==> config.mk <==
export PLATFORM = sky130hd
export DESIGN_NAME = tl_ul_buffer
export DESIGN_NICKNAME = d
export VERILOG_FILES = /design/src/rtl/tl_ul_buffer.sv
export SDC_FILE = /design/constraint.sdc
export NUM_CORES = 1
export LEC_CHECK = 0
export BUFFER_PORTS_ARGS = -buffer_cell sky130_fd_sc_hd__buf_2
export CELL_PAD_IN_SITES_DETAIL_PLACEMENT = 0
export CELL_PAD_IN_SITES_GLOBAL_PLACEMENT = 2
export CORE_ASPECT_RATIO = 1.25
export CORE_MARGIN = 1
export CORE_UTILIZATION = 38
export DETAILED_ROUTE_END_ITERATION = 10
export MAX_ROUTING_LAYER = met4
export PLACE_DENSITY = 0.76
export SLEW_MARGIN = 10
export SYNTH_ARGS = -nofsm -noshare
export SYNTH_HDL_FRONTEND = slang
export SYNTH_SLANG_ARGS = --single-unit
==> constraint.sdc <==
create_clock -name clock -period 2.5 [get_ports clock]
set_input_delay 0 -clock clock [delete_from_list [all_inputs] [get_ports clock]]
set_output_delay 0 -clock clock [all_outputs]
set_load 0.01 [all_outputs]
==> src/rtl/tl_ul_buffer.sv <==
// TileLink-UL A/D channel buffer with in-flight request throttling.
// Optional feature macro TL_UL_BUFFER_FLOW_EN: 0-cycle flow-through on empty FIFOs.

module tl_ul_buffer_fifo #(
    parameter int W     = 8,
    parameter int DEPTH = 2
) (
    input  logic         clock,
    input  logic         reset_n,
    input  logic         in_valid,
    input  logic         in_ready,
    input  logic [W-1:0] in_bits,
    output logic         out_valid,
    input  logic         out_ready,
    output logic [W-1:0] out_bits,
    output logic         full,
    output logic         empty
);
    localparam int P_W = (DEPTH > 1) ? $clog2(DEPTH) : 1;
    localparam int C_W = $clog2(DEPTH + 1);
    localparam logic [P_W-1:0] LAST = P_W'(DEPTH - 1);

    logic [W-1:0]   mem [DEPTH];
    logic [P_W-1:0] wr_ptr;
    logic [P_W-1:0] rd_ptr;
    logic [C_W-1:0] count;
    logic           push;
    logic           pop;

    assign full  = (count == C_W'(DEPTH));
    assign empty = (count == '0);

`ifdef TL_UL_BUFFER_FLOW_EN
    logic bypass;
    // An accepted beat that leaves in the same cycle is never written.
    assign bypass    = empty && in_valid && in_ready && out_ready;
    assign out_valid = empty ? (in_valid && in_ready) : 1'b1;
    assign out_bits  = empty ? in_bits : mem[rd_ptr];
    assign push      = in_valid && in_ready && !bypass;
    assign pop       = !empty && out_ready;
`else
    assign out_valid = !empty;
    assign out_bits  = mem[rd_ptr];
    assign push      = in_valid && in_ready;
    assign pop       = out_valid && out_ready;
`endif

    always_ff @(posedge clock or negedge reset_n) begin
        if (!reset_n) begin
            wr_ptr <= '0;
            rd_ptr <= '0;
            count  <= '0;
            for (int i = 0; i < DEPTH; i++) begin
                mem[i] <= '0;
            end
        end else begin
            if (push) begin
                mem[wr_ptr] <= in_bits;
                wr_ptr      <= (wr_ptr == LAST) ? '0 : wr_ptr + 1'b1;
            end
            if (pop) begin
                rd_ptr <= (rd_ptr == LAST) ? '0 : rd_ptr + 1'b1;
            end
            if (push && !pop) begin
                count <= count + 1'b1;
            end else if (pop && !push) begin
                count <= count - 1'b1;
            end
        end
    end
endmodule

module tl_ul_buffer #(
    parameter int ADDR_W       = 32,
    parameter int DATA_W       = 32,
    parameter int SRC_W        = 1,
    parameter int A_DEPTH      = 2,
    parameter int D_DEPTH      = 2,
    parameter int MAX_INFLIGHT = 4,
    localparam int A_W  = 3 + 3 + 4 + SRC_W + ADDR_W + DATA_W / 8 + DATA_W + 1,
    localparam int D_W  = 3 + 2 + 4 + SRC_W + 1 + 1 + DATA_W + 1,
    localparam int IF_W = $clog2(MAX_INFLIGHT + 1)
) (
    input  logic            clock,
    input  logic            reset_n,
    input  logic            a_in_valid,
    output logic            a_in_ready,
    input  logic [A_W-1:0]  a_in_bits,
    output logic            a_out_valid,
    input  logic            a_out_ready,
    output logic [A_W-1:0]  a_out_bits,
    input  logic            d_in_valid,
    output logic            d_in_ready,
    input  logic [D_W-1:0]  d_in_bits,
    output logic            d_out_valid,
    input  logic            d_out_ready,
    output logic [D_W-1:0]  d_out_bits,
    output logic [IF_W-1:0] inflight,
    output logic            idle
);
    logic a_full;
    logic a_empty;
    logic d_full;
    logic d_empty;
    logic a_fire;
    logic d_fire;
    logic at_limit;

    // Readies depend on registered counts only, never on out_ready.
    assign at_limit   = (inflight == IF_W'(MAX_INFLIGHT));
    assign a_in_ready = !a_full && !at_limit;
    assign d_in_ready = !d_full;
    assign a_fire     = a_in_valid && a_in_ready;
    assign d_fire     = d_out_valid && d_out_ready;
    assign idle       = a_empty && d_empty && (inflight == '0);

    tl_ul_buffer_fifo #(
        .W     (A_W),
        .DEPTH (A_DEPTH)
    ) u_a_fifo (
        .clock     (clock),
        .reset_n   (reset_n),
        .in_valid  (a_in_valid),
        .in_ready  (a_in_ready),
        .in_bits   (a_in_bits),
        .out_valid (a_out_valid),
        .out_ready (a_out_ready),
        .out_bits  (a_out_bits),
        .full      (a_full),
        .empty     (a_empty)
    );

    tl_ul_buffer_fifo #(
        .W     (D_W),
        .DEPTH (D_DEPTH)
    ) u_d_fifo (
        .clock     (clock),
        .reset_n   (reset_n),
        .in_valid  (d_in_valid),
        .in_ready  (d_in_ready),
        .in_bits   (d_in_bits),
        .out_valid (d_out_valid),
        .out_ready (d_out_ready),
        .out_bits  (d_out_bits),
        .full      (d_full),
        .empty     (d_empty)
    );

    // A response with nothing outstanding is a protocol error; hold at zero.
    always_ff @(posedge clock or negedge reset_n) begin
        if (!reset_n) begin
            inflight <= '0;
        end else if (a_fire && !d_fire) begin
            inflight <= inflight + 1'b1;
        end else if (d_fire && !a_fire && (inflight != '0)) begin
            inflight <= inflight - 1'b1;
        end
    end
endmodule

==> impl_metrics.env, run 1 <==
export IMPL_status="complete, no violations"
export IMPL_p_int_uw=14800
export IMPL_cp_slowest_cell="dfrtp_1"
export IMPL_cts_buffers=29
export IMPL_gp_congestion=0.750
export IMPL_yosys_warnings=0
export IMPL_slew_viol_final=0
export IMPL_cp_start_kind="flip-flop"
export IMPL_post_drt_via_cell_ratio=4.69
export IMPL_syn_area_sq_um=11800
export IMPL_arrival_ps=2520
export IMPL_ys_types=37
export IMPL_dr_pass1_iters=4
export IMPL_cts_tree="done"
export IMPL_ant_nets=0
export IMPL_synthTopCellsByArea="dfrtp_1 56%, mux2_2 28%, mux2_4 10%"
export IMPL_synth_cells=726
export IMPL_core_area_sq_um=30300
export IMPL_io_buffers=263
export IMPL_setup_violations_final=0
export IMPL_seq_power_share=0.353
export IMPL_hold_buffers=132
export IMPL_path_buf_inv=2
export IMPL_critPathTopFamily="simple AND/OR/NAND/NOR gates"
export IMPL_worstSetupPathType="reg -> reg"
export IMPL_cts_buffer_depth=3
export IMPL_antenna_found_initial=0
export IMPL_place_ws_ps=379
export IMPL_syn_avg_cell_area_sq_um=16.2
export IMPL_syn_to_final_growth_pct=34.6
export IMPL_cp_required_ps=2910
export IMPL_worst_slew_pin_slew_ps=510
export IMPL_ios=264
export IMPL_final_period_utilization=0.846
export IMPL_grt_max_degree=71
export IMPL_grtUsageTotal=0.172
export IMPL_wl_per_cell_microns=16.8
export IMPL_ir_drop_v=0.000675
export IMPL_clockRootBuffer="clkbuf_16"
export IMPL_synth_most_common_cell="mux2_2"
export IMPL_p_sw_frac=0.321
export IMPL_cap_violations=0
export IMPL_clock_latency_ps=530
export IMPL_post_cts_buffers=0
export IMPL_grt_setup_unrepaired="false"
export IMPL_synth_nets=860
export IMPL_drtIter0Drc=213
export IMPL_fmax_mhz=473
export IMPL_fp_dieW_microns=159
export IMPL_htree_levels=1
export IMPL_critPathMaxFanout=26
export IMPL_fp_dieH_microns=199
export IMPL_power_switching_uw=6990
export IMPL_max_stage_delay_ps=470
export IMPL_post_dp_cell_area_sq_um=13600
export IMPL_fin_tns_setup_ps=0
export IMPL_fin_hold_ws_ps=21.2
export IMPL_drc=0
export IMPL_grt_pass1_vias=8030
export IMPL_synth_common_cells="287 x mux2_2, 261 x dfrtp_1, 80 x mux2_4"
export IMPL_cts_resized=0
export IMPL_synth_top_cell_by_area="dfrtp_1"
export IMPL_drive_gt1_frac=0.612
export IMPL_synthArstFlopShare=1.00
export IMPL_synth_main_ff_cell="dfrtp_1"
export IMPL_wl_mm=26.1
export IMPL_synth_edf_count=0
export IMPL_clkSlewWorstSetupHoldPaths_ps=60
export IMPL_place_hpwl_mm=17.0
export IMPL_cts_sinks=261
export IMPL_crit_chain="or3b_4 -> nand3_4 -> inv_4 -> nand2_8 -> buf_12 -> mux2_2"
export IMPL_pwr_density_cell_nw_per_um2=1380
export IMPL_setup_slack_ps=385
export IMPL_fin_skew_ps=11.8
export IMPL_die_area_sq_um=31600
export IMPL_hold_viol=0
export IMPL_grt_first_pass_wirelength_mm=43.1
export IMPL_overflow=0
export IMPL_synth_top_area_frac=0.556
export IMPL_p_leak_uw=0.00719
export IMPL_rows=71
export IMPL_final_nets=1267
export IMPL_slew_headroom=0.660
export IMPL_fin_area_sq_um=15800
export IMPL_antennaDiodeCount=0
export IMPL_p_comb_frac=0.458
export IMPL_power_frac_clock=0.189
export IMPL_worstSetupEndpointType="flip-flop"
export IMPL_start_util=0.388
export IMPL_via_count=7274
export IMPL_ys_seq_area_frac=0.556
export IMPL_ys_ff_latch=261
export IMPL_hp_class="in -> async"
export IMPL_period_needed_ps=2120
[power by group through the flow]
stage / registers [uW] / logic, uW / clock network [uW]
final: 7690 / 9990 / 4120
after global routing: 8010 / 10800 / 4450
after CTS: 7690 / 10100 / 4300
after detailed placement: 7720 / 9920 / 0
after global placement: 7690 / 9820 / 0
after floorplan: 7250 / 7230 / 0
[final timing paths]
check | from | end | slack (ps) | cells after the start
worst max-delay path | inflight[1]$_DFFE_PN0P_ | u_a_fifo.mem[43]$_DFFE_PN0P_ | 380 | 6
worst min-delay path | reset_n | u_d_fifo.mem[56]$_DFFE_PN0P_ | 20 | 2
worst max register to register | inflight[1]$_DFFE_PN0P_ | u_a_fifo.mem[43]$_DFFE_PN0P_ | 380 | 6
worst min register to register | u_a_fifo.mem[5]$_DFFE_PN0P_ | u_a_fifo.mem[5]$_DFFE_PN0P_ | 490 | 1
max in group asynchronous | reset_n | u_a_fifo.mem[91]$_DFFE_PN0P_ | 1710 | 3
min in group clock | a_in_bits[9] | u_a_fifo.mem[9]$_DFFE_PN0P_ | 240 | 3
[through the flow]
stage / instances / total power (uW) / util
after CTS: 1552 / 22100 / 0.522
after detailed placement: 1371 / 17600 / 0.448
final: 1552 / 21800 / 0.522
after global routing: 1552 / 23200 / 0.522
after floorplan: 726 / 14500 / -
after global placement: 1371 / 17500 / 0.448
[layer usage]
metal	up-vias	routed length (microns)	GRT usage
li1	3409	-	-
met1	3635	12000	0.220
met2	207	12100	0.279
met3	23	1650	0.0405
met4	0	333	0.0331
met5	-	0	-
[final cells by class]
cell class | instances | area, sq um
repair buffers | 414 | 2940
multi-input cells | 424 | 4910
fillers | 2597 | 14500
clock buffers | 39 | 783
clock inverters | 10 | 133
well taps | 401 | 502
inverters | 3 | 13.8
flip-flops and latches | 261 | 6540
[sequential cells by signal (all words and copies together), names as in the netlist]
signal / cells
u_a_fifo.wr_ptr: 1
u_a_fifo.rd_ptr: 1
u_d_fifo.mem: 90
u_a_fifo.mem: 160
u_d_fifo.count: 2
inflight: 3
u_d_fifo.wr_ptr: 1
u_a_fifo.count: 2
u_d_fifo.rd_ptr: 1
[kinds of logic after synthesis]
group           synth area share
mux                        0.385
xor+xnor                 0.00820
compound gates           0.00554
buf+inv                   0.0265
flops                      0.556
simple gates              0.0152
fa+ha+maj                0.00383
[cell usage in the layout (no fill, tap or decap), drive strengths merged]
cell type    instances
mux2               375
buf                282
dfrtp              261
dlygate4sd3        132
clkbuf              39
nor2                 9
xnor2                7
xor2                 4
clkinv               4
nand2                4
or2                  3
a21oi                3
bufinv               3
clkinvlp             3
inv                  3
nor3                 2
ha                   2
nand3                2
or2b                 1
or3b                 1
nand2b               1
o21ai                1
and4                 1
and2                 1
or3                  1
a2bb2oi              1
o31ai                1
a211oi               1
a22o                 1
a221oi               1
fa                   1
No activity file was read; power rests on OpenSTA's default activity.
==> run 2: changes to the inputs <==
==> constraint.sdc (replaced) <==
create_clock -name clock -period 2 [get_ports clock]
set_input_delay 0 -clock clock [delete_from_list [all_inputs] [get_ports clock]]
set_output_delay 0 -clock clock [all_outputs]
set_load 0.01 [all_outputs]
==> run 2 against run 1 <==
Net effect: global-route usage up 0.53 points; sequential power up 24%; sequential share of layout area down 0.53 points; setup slack worse by 270 ps; critical endpoint is now a_out_bits[61]; register-to-register slack worse by 230 ps; critical path depth down 3; die area unchanged.
==> impl_metrics.env, run 2 (same netlist as run 1, synthesis figures left out) <==
export IMPL_status="complete, no violations"
export IMPL_place_hpwl_mm=17.5
export IMPL_slew_headroom=0.698
export IMPL_use_met2=0.282
export IMPL_clkSlewWorstSetupHoldPaths_ps=60
export IMPL_antenna_found_initial=0
export IMPL_p_comb_frac=0.465
export IMPL_period_needed_ps=1890
export IMPL_overflow=0
export IMPL_rows=71
export IMPL_p_leak_uw=0.00732
export IMPL_grt_util_met3=0.0423
export IMPL_grt_setup_unrepaired="false"
export IMPL_grt_first_pass_wirelength_mm=43.7
export IMPL_wl_per_cell_microns=17.2
export IMPL_dr_pass1_iters=4
export IMPL_htree_levels=1
export IMPL_wl_mm=26.9
export IMPL_drtIter0Drc=254
export IMPL_regMostFlops="u_a_fifo.mem"
export IMPL_top_regs="u_a_fifo.mem: 160 flops, u_d_fifo.mem: 90 flops, inflight: 3 flops"
export IMPL_fillers=2619
export IMPL_die_area_sq_um=31600
export IMPL_syn_to_final_growth_pct=36.4
export IMPL_p_int_uw=18800
export IMPL_clock_latency_ps=550
export IMPL_fin_skew_ps=19.6
export IMPL_busiest_layer="met2"
export IMPL_drive_gt1_frac=0.620
export IMPL_post_drt_via_cell_ratio=4.72
export IMPL_critPathMaxFanout=12
export IMPL_rrSetupSlack_ps=150
export IMPL_clockRootBuffer="clkbuf_16"
export IMPL_layout_commonest_cell="mux2_2"
export IMPL_cts_sinks=261
export IMPL_fmax_mhz=529
export IMPL_r2r_end="inflight[1]$_DFFE_PN0P_"
export IMPL_cap_violations=0
export IMPL_io_buffers=263
export IMPL_fin_hold_ws_ps=102
export IMPL_ff2ff_path_depth=6
export IMPL_hold_viol=0
export IMPL_via_count=7396
export IMPL_gp_congestion=0.727
export IMPL_p_sw_frac=0.322
export IMPL_drc=0
export IMPL_power_switching_uw=8930
export IMPL_fp_dieW_microns=159
export IMPL_arrival_ps=1890
export IMPL_grt_met1_usage=0.228
export IMPL_start_util=0.388
export IMPL_grt_max_degree=78
export IMPL_power_frac_clock=0.192
export IMPL_cts_tree="done"
export IMPL_ant_nets=0
export IMPL_final_cell_mix="287 x mux2_2, 262 x buf_2, 259 x dfrtp_1, 130 x dlygate4sd3_1, 80 x mux2_4"
export IMPL_worstSetupEndpointType="output port"
export IMPL_pwr_density_cell_nw_per_um2=1730
export IMPL_seq_power_share=0.342
export IMPL_worst_slew_pin_slew_ps=453
export IMPL_cts_buffer_depth=3
export IMPL_hp_class="in -> async"
export IMPL_final_period_utilization=0.944
export IMPL_grt_pass1_vias=8154
export IMPL_ios=264
export IMPL_cts_buffers=28
export IMPL_setup_violations_final=0
export IMPL_slew_viol_final=0
export IMPL_antennaDiodeCount=0
export IMPL_fin_tns_setup_ps=0
export IMPL_cp_required_ps=2000
export IMPL_fp_dieH_microns=199
export IMPL_final_nets=1279
export IMPL_core_area_sq_um=30300
export IMPL_r2r_start="inflight[1]$_DFFE_PN0P_"
export IMPL_largest_register_ffs=160
export IMPL_grtUsageTotal=0.177
export IMPL_ir_drop_v=0.000867
export IMPL_cp_start_kind="flip-flop"
export IMPL_worstSetupPathType="reg -> out"
## run 2: cell types whose count changed in the layout (fill, tap and decap cells not counted)
cell and change:
clkinvlp_4 -2, bufinv_16 -1, buf_12 +4, buf_16 +1, buf_6 +1, dlygate4sd3_1 -2
clkbuf_8 +6, clkbuf_1 -1, buf_4 +9, clkinv_2 +1
## run 2: what timing repair did
item / CTS / global route
endpoints found under the hold margin: 518 / 0
gates resized for setup: 0 / 0
buffers inserted: 1 / 0
setup endpoints to repair: 63 / 0
hold buffers: 131 / 0
## run 2: power by group through the flow
| stage | clock network [uW] | logic (uW) | registers [uW] |
|---|---|---|---|
| 6_report | 5330 | 12900 | 9500 |
| 5_1_grt | 5710 | 13900 | 9860 |
| 4_1_cts | 5540 | 13100 | 9490 |
| 3_5_place_dp | 0 | 12800 | 9570 |
| 3_3_place_gp | 0 | 12700 | 9520 |
| 2_1_floorplan | 0 | 9040 | 9060 |
## run 2: final cells by class
| class | instances | area [sq um] | share of cell area |
|---|---|---|---|
| Multi-Input combinational cell | 424 | 4910 | 0.307 |
| Tap cell | 401 | 502 | 0.0313 |
| Timing Repair Buffer | 427 | 3110 | 0.194 |
| Clock inverter | 8 | 92.6 | 0.00578 |
| Clock buffer | 44 | 862 | 0.0538 |
| Inverter | 3 | 13.8 | 0.000859 |
| Sequential cell | 261 | 6540 | 0.408 |
## run 2: critical path: stages, from the launching register on
cell and delay, ps:
dfrtp_4 590, buf_4 240, mux2_2 370, buf_2 140
## run 2: through the flow
step                cell area (sq um)  worst slack, ps  utilization  total power [uW]  instances
global route                    16000             21.8        0.529             29500       1568
detailed placement              13700              153        0.453             22400       1384
finish                          16000              111        0.529             27700       1568
global placement                13700              172        0.453             22200       1384
floorplan                       11800             51.9            -             18100        726
CTS                             16000             37.0        0.529             28200       1568
## run 2: worst max path at each step
stage | start | end | slack (ps) | cells past startpoint
after detailed placement | inflight[1]$_DFFE_PN0P_ | u_a_fifo.mem[31]$_DFFE_PN0P_ | 150 | 6
after floorplan | inflight[1]$_DFFE_PN0P_ | inflight[1]$_DFFE_PN0P_ | 50 | 6
after global routing | u_a_fifo.rd_ptr$_DFFE_PN0P_ | a_out_bits[67] | 20 | 3
final | u_a_fifo.rd_ptr$_DFFE_PN0P_ | a_out_bits[61] | 110 | 3
after CTS | u_a_fifo.rd_ptr$_DFFE_PN0P_ | a_out_bits[61] | 40 | 3
after global placement | inflight[1]$_DFFE_PN0P_ | inflight[1]$_DFFE_PN0P_ | 170 | 6
## run 2: metal layers
metal | vias to the layer above | part of all wire | routed length [microns]
li1 | 3434 | - | -
met1 | 3721 | 0.46 | 12400
met2 | 212 | 0.46 | 12500
met3 | 29 | 0.061 | 1650
met4 | 0 | 0.014 | 378
met5 | - | 0 | 0
==> run 3: changes to the inputs <==
--- a/config.mk
+++ b/config.mk
@@ -5,7 +5,7 @@
 export SDC_FILE = /design/constraint.sdc
 export NUM_CORES = 1
 export LEC_CHECK = 0
-export BUFFER_PORTS_ARGS = -buffer_cell sky130_fd_sc_hd__buf_2
+export BUFFER_PORTS_ARGS = -buffer_cell sky130_fd_sc_hd__buf_4
 export CELL_PAD_IN_SITES_DETAIL_PLACEMENT = 0
 export CELL_PAD_IN_SITES_GLOBAL_PLACEMENT = 2
 export CORE_ASPECT_RATIO = 1.25
==> run 3 against run 2 <==
Net effect: cell area up 4.2%; global-route usage down 0.13 points; utilization up 2.2 points.
==> impl_metrics.env, run 3 (same netlist as run 1, synthesis figures left out) <==
export IMPL_status="complete, no violations"
export IMPL_die_area_sq_um=31600
export IMPL_ir_drop_v=0.000904
export IMPL_regMostFlops="u_a_fifo.mem"
export IMPL_post_drt_via_cell_ratio=4.71
export IMPL_cp_required_ps=2420
export IMPL_layout_commonest_cell="mux2_2"
export IMPL_r2r_end="u_a_fifo.mem[67]$_DFFE_PN0P_"
export IMPL_cts_resized=0
export IMPL_final_period_utilization=0.941
export IMPL_fp_dieW_microns=159
export IMPL_slew_viol_final=0
export IMPL_htree_levels=1
export IMPL_largest_register_ffs=160
export IMPL_place_ws_ps=108
export IMPL_hp_class="in -> async"
export IMPL_fin_skew_ps=6.66
export IMPL_cp_start_kind="flip-flop"
export IMPL_dr_pass1_iters=6
export IMPL_dp_cells=1385
export IMPL_grt_met1_usage=0.224
export IMPL_worst_slew_pin_slew_ps=542
export IMPL_period_needed_ps=1880
export IMPL_syn_to_final_growth_pct=42.0
export IMPL_top_regs="u_a_fifo.mem: 160 flops, u_d_fifo.mem: 90 flops, inflight: 3 flops"
export IMPL_use_met2=0.285
export IMPL_ant_nets=0
export IMPL_clockRootBuffer="clkbuf_16"
export IMPL_crit_path_end="u_a_fifo.mem[67]$_DFFE_PN0P_"
export IMPL_critPathMaxFanout=16
export IMPL_p_leak_uw=0.00755
export IMPL_wl_mm=26.9
export IMPL_worstSetupPathType="reg -> reg"
export IMPL_critPathLaunch="inflight[1]$_DFFE_PN0P_"
export IMPL_via_count=7401
export IMPL_r2r_start="inflight[1]$_DFFE_PN0P_"
export IMPL_grt_max_degree=66
export IMPL_core_area_sq_um=30300
export IMPL_cts_buffer_depth=3
export IMPL_ff2ff_path_depth=6
export IMPL_drtIter0Drc=186
export IMPL_rows=71
export IMPL_rrSetupSlack_ps=120
export IMPL_cts_sinks=261
export IMPL_cts_tree="done"
export IMPL_fin_cells=1570
export IMPL_cts_buffers=28
export IMPL_grt_first_pass_wirelength_mm=43.6
export IMPL_drive_gt1_frac=0.622
export IMPL_slew_headroom=0.639
export IMPL_busiest_layer="met2"
export IMPL_grt_util_met3=0.0407
export IMPL_wl_per_cell_microns=17.2
export IMPL_io_buffers=263
export IMPL_grt_pass1_vias=8168
export IMPL_hold_viol=0
export IMPL_arrival_ps=2300
export IMPL_drc=0
export IMPL_fmax_mhz=531
export IMPL_setup_slack_ps=118
export IMPL_grt_setup_unrepaired="false"
export IMPL_fin_tns_setup_ps=0
export IMPL_ios=264
export IMPL_place_hpwl_mm=18.1
export IMPL_overflow=0
export IMPL_antenna_found_initial=0
export IMPL_start_util=0.388
export IMPL_clock_latency_ps=540
export IMPL_clkSlewWorstSetupHoldPaths_ps=60
export IMPL_worstSetupEndpointType="flip-flop"
export IMPL_final_cell_mix="287 x mux2_2, 281 x buf_4, 259 x dfrtp_1, 130 x dlygate4sd3_1, 80 x mux2_4"
export IMPL_final_nets=1281
export IMPL_setup_violations_final=0
export IMPL_pwr_density_cell_nw_per_um2=1740
export IMPL_grtUsageTotal=0.176
export IMPL_cap_violations=0
export IMPL_antennaDiodeCount=0
export IMPL_gp_congestion=0.751
export IMPL_fp_dieH_microns=199
==> run 3: cell type report <==
cell class | instances | area [sq um]
timing repair buffer | 429 | 3770
inverter | 3 | 13.8
sequential | 261 | 6540
clock inverter | 13 | 148
clock buffer | 39 | 813
tap | 401 | 502
fill | 2518 | 13600
multi-input combinational | 424 | 4910
==> run 3: how the worst min path moves through the flow <==
stage	end	cells past startpoint	from	slack, ps
5_1_grt	u_d_fifo.mem[13]$_DFFE_PN0P_	2	reset_n	50
3_5_place_dp	u_d_fifo.mem[55]$_DFFE_PN0P_	1	reset_n	6
2_1_floorplan	inflight[0]$_DFFE_PN0P_	0	reset_n	-300
4_1_cts	u_d_fifo.mem[11]$_DFFE_PN0P_	2	reset_n	30
3_3_place_gp	u_d_fifo.mem[10]$_DFFE_PN0P_	1	reset_n	8
6_report	u_d_fifo.mem[55]$_DFFE_PN0P_	2	reset_n	30
==> run 3: per-layer routing <==
metal	vias to the layer above	part of all wire
li1	3455	-
met1	3696	0.45
met2	209	0.47
met3	41	0.061
met4	0	0.017
met5	-	0
==> run 3: repair_timing <==
| action | 4_1_cts | 5_1_grt |
|---|---|---|
| endpoints found under the hold margin | 520 | 0 |
| hold buffers | 130 | 0 |
| endpoints found under the setup margin | 22 | 0 |
| setup buffers | 3 | 0 |
==> run 3: stage by stage <==
| step | util | total power (uW) | hold WS [ps] | cell area, sq um |
|---|---|---|---|---|
| after floorplan | - | 18100 | -296 | 11800 |
| after global placement | 0.476 | 23500 | 7.94 | 14400 |
| after detailed placement | 0.476 | 23700 | 6.29 | 14400 |
| after CTS | 0.551 | 29500 | 25.0 | 16700 |
| after global routing | 0.551 | 30800 | 45.9 | 16700 |
| final | 0.551 | 29000 | 32.3 | 16700 |
==> run 3: critical path, stage by stage, from the launching register on <==
cell and delay, ps:
dfrtp_1 380, or3b_4 420, nand3_4 160, inv_4 80, nand2_8 180, buf_12 190
mux2_2 340
==> run 3: report_power, final <==
part | internal, uW | leakage, uW | switching [uW] | total [uW]
registers | 8050 | 0.00307 | 1390 | 9450
clock network | 3220 | 0.000482 | 2140 | 5360
logic | 8710 | 0.00400 | 5510 | 14200
